--- src/rtl/fetch_buffer_if.sv ---
// Fetch/dispatch bus for the instruction queue. The master side drives fetch and dispatch-ready;
// the slave side is the buffer.
interface fetch_buffer_if #(
    parameter int DEPTH  = 4,
    parameter int WORD_W = 32
);
    logic                       fetch_valid;
    logic [WORD_W-1:0]          fetch_instr;
    logic [WORD_W-1:0]          fetch_pc;
    logic                       fetch_pred_taken;
    logic                       flush;
    logic                       dispatch_free;
    logic                       deq_ready;
    logic                       deq_valid;
    logic [WORD_W-1:0]          deq_instr;
    logic [WORD_W-1:0]          deq_pc;
    logic                       deq_pred_taken;
    logic [$clog2(DEPTH):0]     count;

    modport master (
        output fetch_valid, fetch_instr, fetch_pc, fetch_pred_taken, flush, deq_ready,
        input  dispatch_free, deq_valid, deq_instr, deq_pc, deq_pred_taken, count
    );

    modport slave (
        input  fetch_valid, fetch_instr, fetch_pc, fetch_pred_taken, flush, deq_ready,
        output dispatch_free, deq_valid, deq_instr, deq_pc, deq_pred_taken, count
    );
endinterface

--- src/rtl/fetch_buffer.sv ---
// Circular instruction queue between fetch and dispatch. It holds up to DEPTH
// {instr, pc, pred} entries in program order and drops everything on flush.
module fetch_buffer #(
    parameter int DEPTH  = 4,
    parameter int WORD_W = 32
) (
    input  logic          CLK,
    input  logic          nRST,
    fetch_buffer_if.slave bus
);
    localparam int PTR_W = $clog2(DEPTH);
    localparam int CNT_W = PTR_W + 1;
    localparam logic [CNT_W-1:0] FULL = CNT_W'(DEPTH);

    logic [WORD_W-1:0] instr_q [0:DEPTH-1];
    logic [WORD_W-1:0] pc_q    [0:DEPTH-1];
    logic              pred_q  [0:DEPTH-1];

    logic [PTR_W-1:0] head_q, head_d;
    logic [PTR_W-1:0] tail_q, tail_d;
    logic [CNT_W-1:0] count_q, count_d;

    logic notEmpty;
    logic free;
    logic enq;
    logic deq;

    // Back-pressure comes only from registered occupancy, so fetch never sees a path from deq_ready.
    assign free     = (count_q != FULL);
    assign notEmpty = (count_q != '0);
    assign enq      = bus.fetch_valid && free && !bus.flush;
    assign deq      = notEmpty && bus.deq_ready && !bus.flush;

    always_comb begin
        head_d  = head_q;
        tail_d  = tail_q;
        count_d = count_q;
        if (bus.flush) begin
            head_d  = '0;
            tail_d  = '0;
            count_d = '0;
        end else begin
            if (enq) tail_d = tail_q + PTR_W'(1);
            if (deq) head_d = head_q + PTR_W'(1);
            case ({enq, deq})
                2'b10:   count_d = count_q + CNT_W'(1);
                2'b01:   count_d = count_q - CNT_W'(1);
                default: count_d = count_q;
            endcase
        end
    end

    always_ff @(posedge CLK) begin
        if (!nRST) begin
            head_q  <= '0;
            tail_q  <= '0;
            count_q <= '0;
        end else begin
            head_q  <= head_d;
            tail_q  <= tail_d;
            count_q <= count_d;
        end
    end

    // Entry storage is never cleared; validity lives entirely in the pointers and count.
    always_ff @(posedge CLK) begin
        if (enq) begin
            instr_q[tail_q] <= bus.fetch_instr;
            pc_q[tail_q]    <= bus.fetch_pc;
            pred_q[tail_q]  <= bus.fetch_pred_taken;
        end
    end

    assign bus.dispatch_free  = free;
    assign bus.deq_valid      = notEmpty;
    assign bus.deq_instr      = notEmpty ? instr_q[head_q] : '0;
    assign bus.deq_pc         = notEmpty ? pc_q[head_q]    : '0;
    assign bus.deq_pred_taken = notEmpty ? pred_q[head_q]  : 1'b0;
    assign bus.count          = count_q;
endmodule

--- src/flat_wrapper.sv ---
// flat-port wrapper written by rule: the top's interface ports become plain ports
module fetch_buffer_flat 
#(
    parameter int DEPTH  = 4,
    parameter int WORD_W = 32
)
  (CLK, nRST, bus_fetch_valid, bus_fetch_instr, bus_fetch_pc, bus_fetch_pred_taken, bus_flush, bus_deq_ready, bus_dispatch_free, bus_deq_valid, bus_deq_instr, bus_deq_pc, bus_deq_pred_taken, bus_count);
  fetch_buffer_if #(.DEPTH(DEPTH), .WORD_W(WORD_W)) bus_i ();
  input  logic CLK;
  input  logic nRST;
  input wire logic [$bits(bus_i.fetch_valid)-1:0] bus_fetch_valid;
  input wire logic [$bits(bus_i.fetch_instr)-1:0] bus_fetch_instr;
  input wire logic [$bits(bus_i.fetch_pc)-1:0] bus_fetch_pc;
  input wire logic [$bits(bus_i.fetch_pred_taken)-1:0] bus_fetch_pred_taken;
  input wire logic [$bits(bus_i.flush)-1:0] bus_flush;
  input wire logic [$bits(bus_i.deq_ready)-1:0] bus_deq_ready;
  output wire logic [$bits(bus_i.dispatch_free)-1:0] bus_dispatch_free;
  output wire logic [$bits(bus_i.deq_valid)-1:0] bus_deq_valid;
  output wire logic [$bits(bus_i.deq_instr)-1:0] bus_deq_instr;
  output wire logic [$bits(bus_i.deq_pc)-1:0] bus_deq_pc;
  output wire logic [$bits(bus_i.deq_pred_taken)-1:0] bus_deq_pred_taken;
  output wire logic [$bits(bus_i.count)-1:0] bus_count;
  assign bus_i.fetch_valid = bus_fetch_valid;
  assign bus_i.fetch_instr = bus_fetch_instr;
  assign bus_i.fetch_pc = bus_fetch_pc;
  assign bus_i.fetch_pred_taken = bus_fetch_pred_taken;
  assign bus_i.flush = bus_flush;
  assign bus_i.deq_ready = bus_deq_ready;
  assign bus_dispatch_free = bus_i.dispatch_free;
  assign bus_deq_valid = bus_i.deq_valid;
  assign bus_deq_instr = bus_i.deq_instr;
  assign bus_deq_pc = bus_i.deq_pc;
  assign bus_deq_pred_taken = bus_i.deq_pred_taken;
  assign bus_count = bus_i.count;
  fetch_buffer #(.DEPTH(DEPTH), .WORD_W(WORD_W)) u_core (.CLK(CLK), .nRST(nRST), .bus(bus_i));
endmodule
--- config.mk ---
export PLATFORM = sky130hd
export DESIGN_NAME = fetch_buffer_flat
export DESIGN_NICKNAME = d
export VERILOG_FILES = /design/src/rtl/fetch_buffer_if.sv /design/src/rtl/fetch_buffer.sv /design/src/flat_wrapper.sv
export SDC_FILE = /design/constraint.sdc
export NUM_CORES = 1
export LEC_CHECK = 0
export ABC_AREA = 1
export BUFFER_PORTS_ARGS = -buffer_cell sky130_fd_sc_hd__buf_2
export CAP_MARGIN = 25
export CORE_UTILIZATION = 40
export CTS_CLUSTER_DIAMETER = 120
export DETAILED_ROUTE_END_ITERATION = 12
export HOLD_SLACK_MARGIN = 0.1
export PLACE_DENSITY = 0.7
export REMOVE_ABC_BUFFERS = 1
export SYNTH_ARGS = -nofsm -noshare
export SYNTH_HDL_FRONTEND = slang
export SYNTH_SLANG_ARGS = --single-unit
--- constraint.sdc ---
create_clock -name CLK -period 14.05 [get_ports CLK]
set_input_delay 2.81 -clock CLK [delete_from_list [all_inputs] [get_ports CLK]]
set_output_delay 2.81 -clock CLK [all_outputs]
set_load 0.05 [all_outputs]
==> impl_metrics.json <==
{
  "slew_headroom_pct": 31.4,
  "cts_setup_buffers": 0,
  "worstSkewPairLatency_ps": 520,
  "cp-start-kind": "flip-flop",
  "fmax_mhz": 159,
  "ir_drop_v": 0.0000673,
  "drtAntennaViolNets": 0,
  "grt_overflow": 0,
  "pwr-share-clk_pct": 40.5,
  "die_h_um": 165,
  "hold_buffers": 0,
  "first_pass_iters": 5,
  "seqCellArea_um2": 7990,
  "fillers": 2286,
  "synth_edf_count": 260,
  "tns_ps": 0,
  "nets": 1046,
  "grt_util_all_layers_pct": 16.3,
  "p_sw_w": 0.000367,
  "cts_htree_levels": 1,
  "synth_top_cell_area_share_pct": 73.6,
  "fp.dieW_um": 165,
  "postRouteWirelength_um": 22100,
  "pwr-share-comb_pct": 6.0,
  "max-clock-path-buffers": 3,
  "area_growth_pct": 16.5,
  "cts_made_buffers": 27,
  "initial_core_util_pct": 40.7,
  "finalHoldViolCount": 0,
  "antenna_found_initial": 5,
  "sw_frac_of_total_pct": 22.0,
  "p_int_w": 0.00130,
  "power.density_nw_per_um2": 135,
  "io_pins": 140,
  "crit_required_ps": 11240,
  "ys.flop_type": "edfxtp_1",
  "finalClockSkew_ps": 12.0,
  "cts.clk_slew.worst_paths_ps": 60,
  "yosysTopAreaCell": "edfxtp_1",
  "min_path_type": "flip-flop to flip-flop",
  "route.detailed.drc": 0,
  "avgSynthCellArea_um2": 12.6,
  "period_share_pct": 44.8,
  "report.final.slew_viol_count": 0,
  "cts_tree": "yes",
  "critPathMaxFanout": 92,
  "cp.arrival_ps": 3480,
  "maxCapViolations": 0,
  "worst_pin_slew_ps": 1030,
  "cts_root_buf": "clkbuf_16",
  "seqPwrFrac_pct": 53.6,
  "final_cells": 1324,
  "cts_resized": 0,
  "rsz0062_at_grt": "false",
  "synthTopCellsByCount": "nor2_1 (273), edfxtp_1 (260), o21ai_0 (91)",
  "netlist_area_um2": 10600,
  "end_kind": "output port",
  "yosysWarnings": 0,
  "drt-initial-drc-count": 456,
  "path_class": "flip-flop to output port",
  "ys_seq_area_share_pct": 75.3,
  "routabilityCongestion": 0.723,
  "async_flop_share_pct": 0,
  "grt_pass1_vias": 6532,
  "drt-vias-per-instance": 4.99,
  "grt_pass1_wl_um": 34000,
  "multiInputGateArea_um2": 2230,
  "wl_per_cell_um": 16.7,
  "run_status": "finished, final reports clean",
  "clock_sinks": 269,
  "setup_violations": 0,
  "rows": 59,
  "vias": 6607,
  "placed_cells": 1275,
  "p_leak_nw": 4.49,
  "yosysMostFrequentCell": "nor2_1",
  "syn_inst": 842,
  "period_minus_slack_ps": 6290,
  "ys_ff_latch": 269,
  "port_buffers": 139,
  "synth_cell_types": 20,
  "dieArea_um2": 27200,
  "reg2reg_slack_ps": 11780,
  "drive_above_1_share_pct": 19.8,
  "grt_max_degree": 93,
  "dp_hpwl_um": 11800,
  "ys_top_cells_by_area": "edfxtp_1 (74%), nor2_1 (9.7%), o21ai_0 (4.3%), a21oi_1 (3.3%), o21ai_1 (1.9%)",
  "core_area_um2": 26100,
  "insertedDiodeCount": 0
}
## critical path, cell delays in order (launching register included)
cell and delay, ps:
dfxtp_4 750, buf_4 720, inv_4 350, buf_16 350, o21ai_0 330, a21oi_1 120, buf_2 260
## logic make-up after synthesis
group	synth area share, %
AO/OA/AOI/OAI	9.53
buffers and inverters	3.98
AND/OR/NAND/NOR	10.4
flip-flops	75.3
adder cells (fa/ha/maj)	0.778
## layer usage
metal / vias to the layer above / GRT usage (%) / part of all wire, %
met1: 3184 / 21.4 / 44
met2: 161 / 27.3 / 47
met4: 8 / 3.96 / 1.3
met3: 38 / 3.92 / 6.9
met5: - / 0 / 0.19
li1: 3216 / - / -
## power by group through the flow
stage / Sequential (W) / Combinational, W / Clock, W
6_report: 0.000895 / 0.0000995 / 0.000676
5_1_grt: 0.000896 / 0.000108 / 0.000721
4_1_cts: 0.000895 / 0.000101 / 0.000689
3_5_place_dp: 0.000912 / 0.000100 / 0
3_3_place_gp: 0.000912 / 0.0000987 / 0
2_1_floorplan: 0.000914 / 0.0000598 / 0
## stage by stage
| stage | setup WS (ps) | utilization, % | hold WS, ps | instance area (µm²) | power, W |
|---|---|---|---|---|---|
| after floorplan | 6710 | - | 462 | 10300 | 0.000974 |
| after global placement | 8210 | 44.1 | 483 | 11500 | 0.00101 |
| after detailed placement | 8280 | 44.2 | 490 | 11500 | 0.00101 |
| after CTS | 7700 | 47.4 | 503 | 12300 | 0.00168 |
| after global routing | 7480 | 47.5 | 524 | 12400 | 0.00172 |
| final | 7760 | 47.5 | 503 | 12400 | 0.00167 |
## state kept, by name (all words and copies together) (netlist names), named ones only
register          flops
u_core.instr_q      128
u_core.pc_q         128
u_core.pred_q         4
u_core.bus.count      3
u_core.head_q         2
u_core.tail_q         2
## cell type report
| cell class | instances | area share, % |
|---|---|---|
| clock buffers | 31 | 5.58 |
| clock inverters | 17 | 1.17 |
| inverters | 22 | 0.688 |
| multi-input cells | 501 | 18.0 |
| flip-flops and latches | 269 | 64.6 |
| well taps | 335 | 3.39 |
| repair buffers | 149 | 6.49 |
## path summary, 6_finish.rpt
kind	from	end	depth (start not counted)
worst min-delay path	u_core.head_q[1]	flip-flop	2
worst min register to register	u_core.head_q[1]	flip-flop	2
worst max-delay path	flip-flop	bus_deq_pc[2]	6
worst max register to register	u_core.bus.count[1]	u_core.instr_q[1][25]	5
## layout by cell type (no fill, tap or decap)
cell type,count
clkinv_2,2
nor2_1,269
clkinvlp_4,3
fa_1,1
dfxtp_2,1
inv_1,19
nand2_1,14
buf_12,1
ha_1,5
o21ai_0,91
clkinv_1,7
a21oi_1,70
dfxtp_1,7
buf_16,1
inv_6,2
buf_4,8
clkinv_4,1
nand3_1,5
nand2_2,1
clkbuf_16,27
buf_2,139
inv_2,2
o21ai_1,41
inv_4,1
bufinv_16,2
clkbuf_1,4
edfxtp_1,260
dfxtp_4,1
nor2_4,4
No activity file was read; power rests on OpenSTA's default activity.
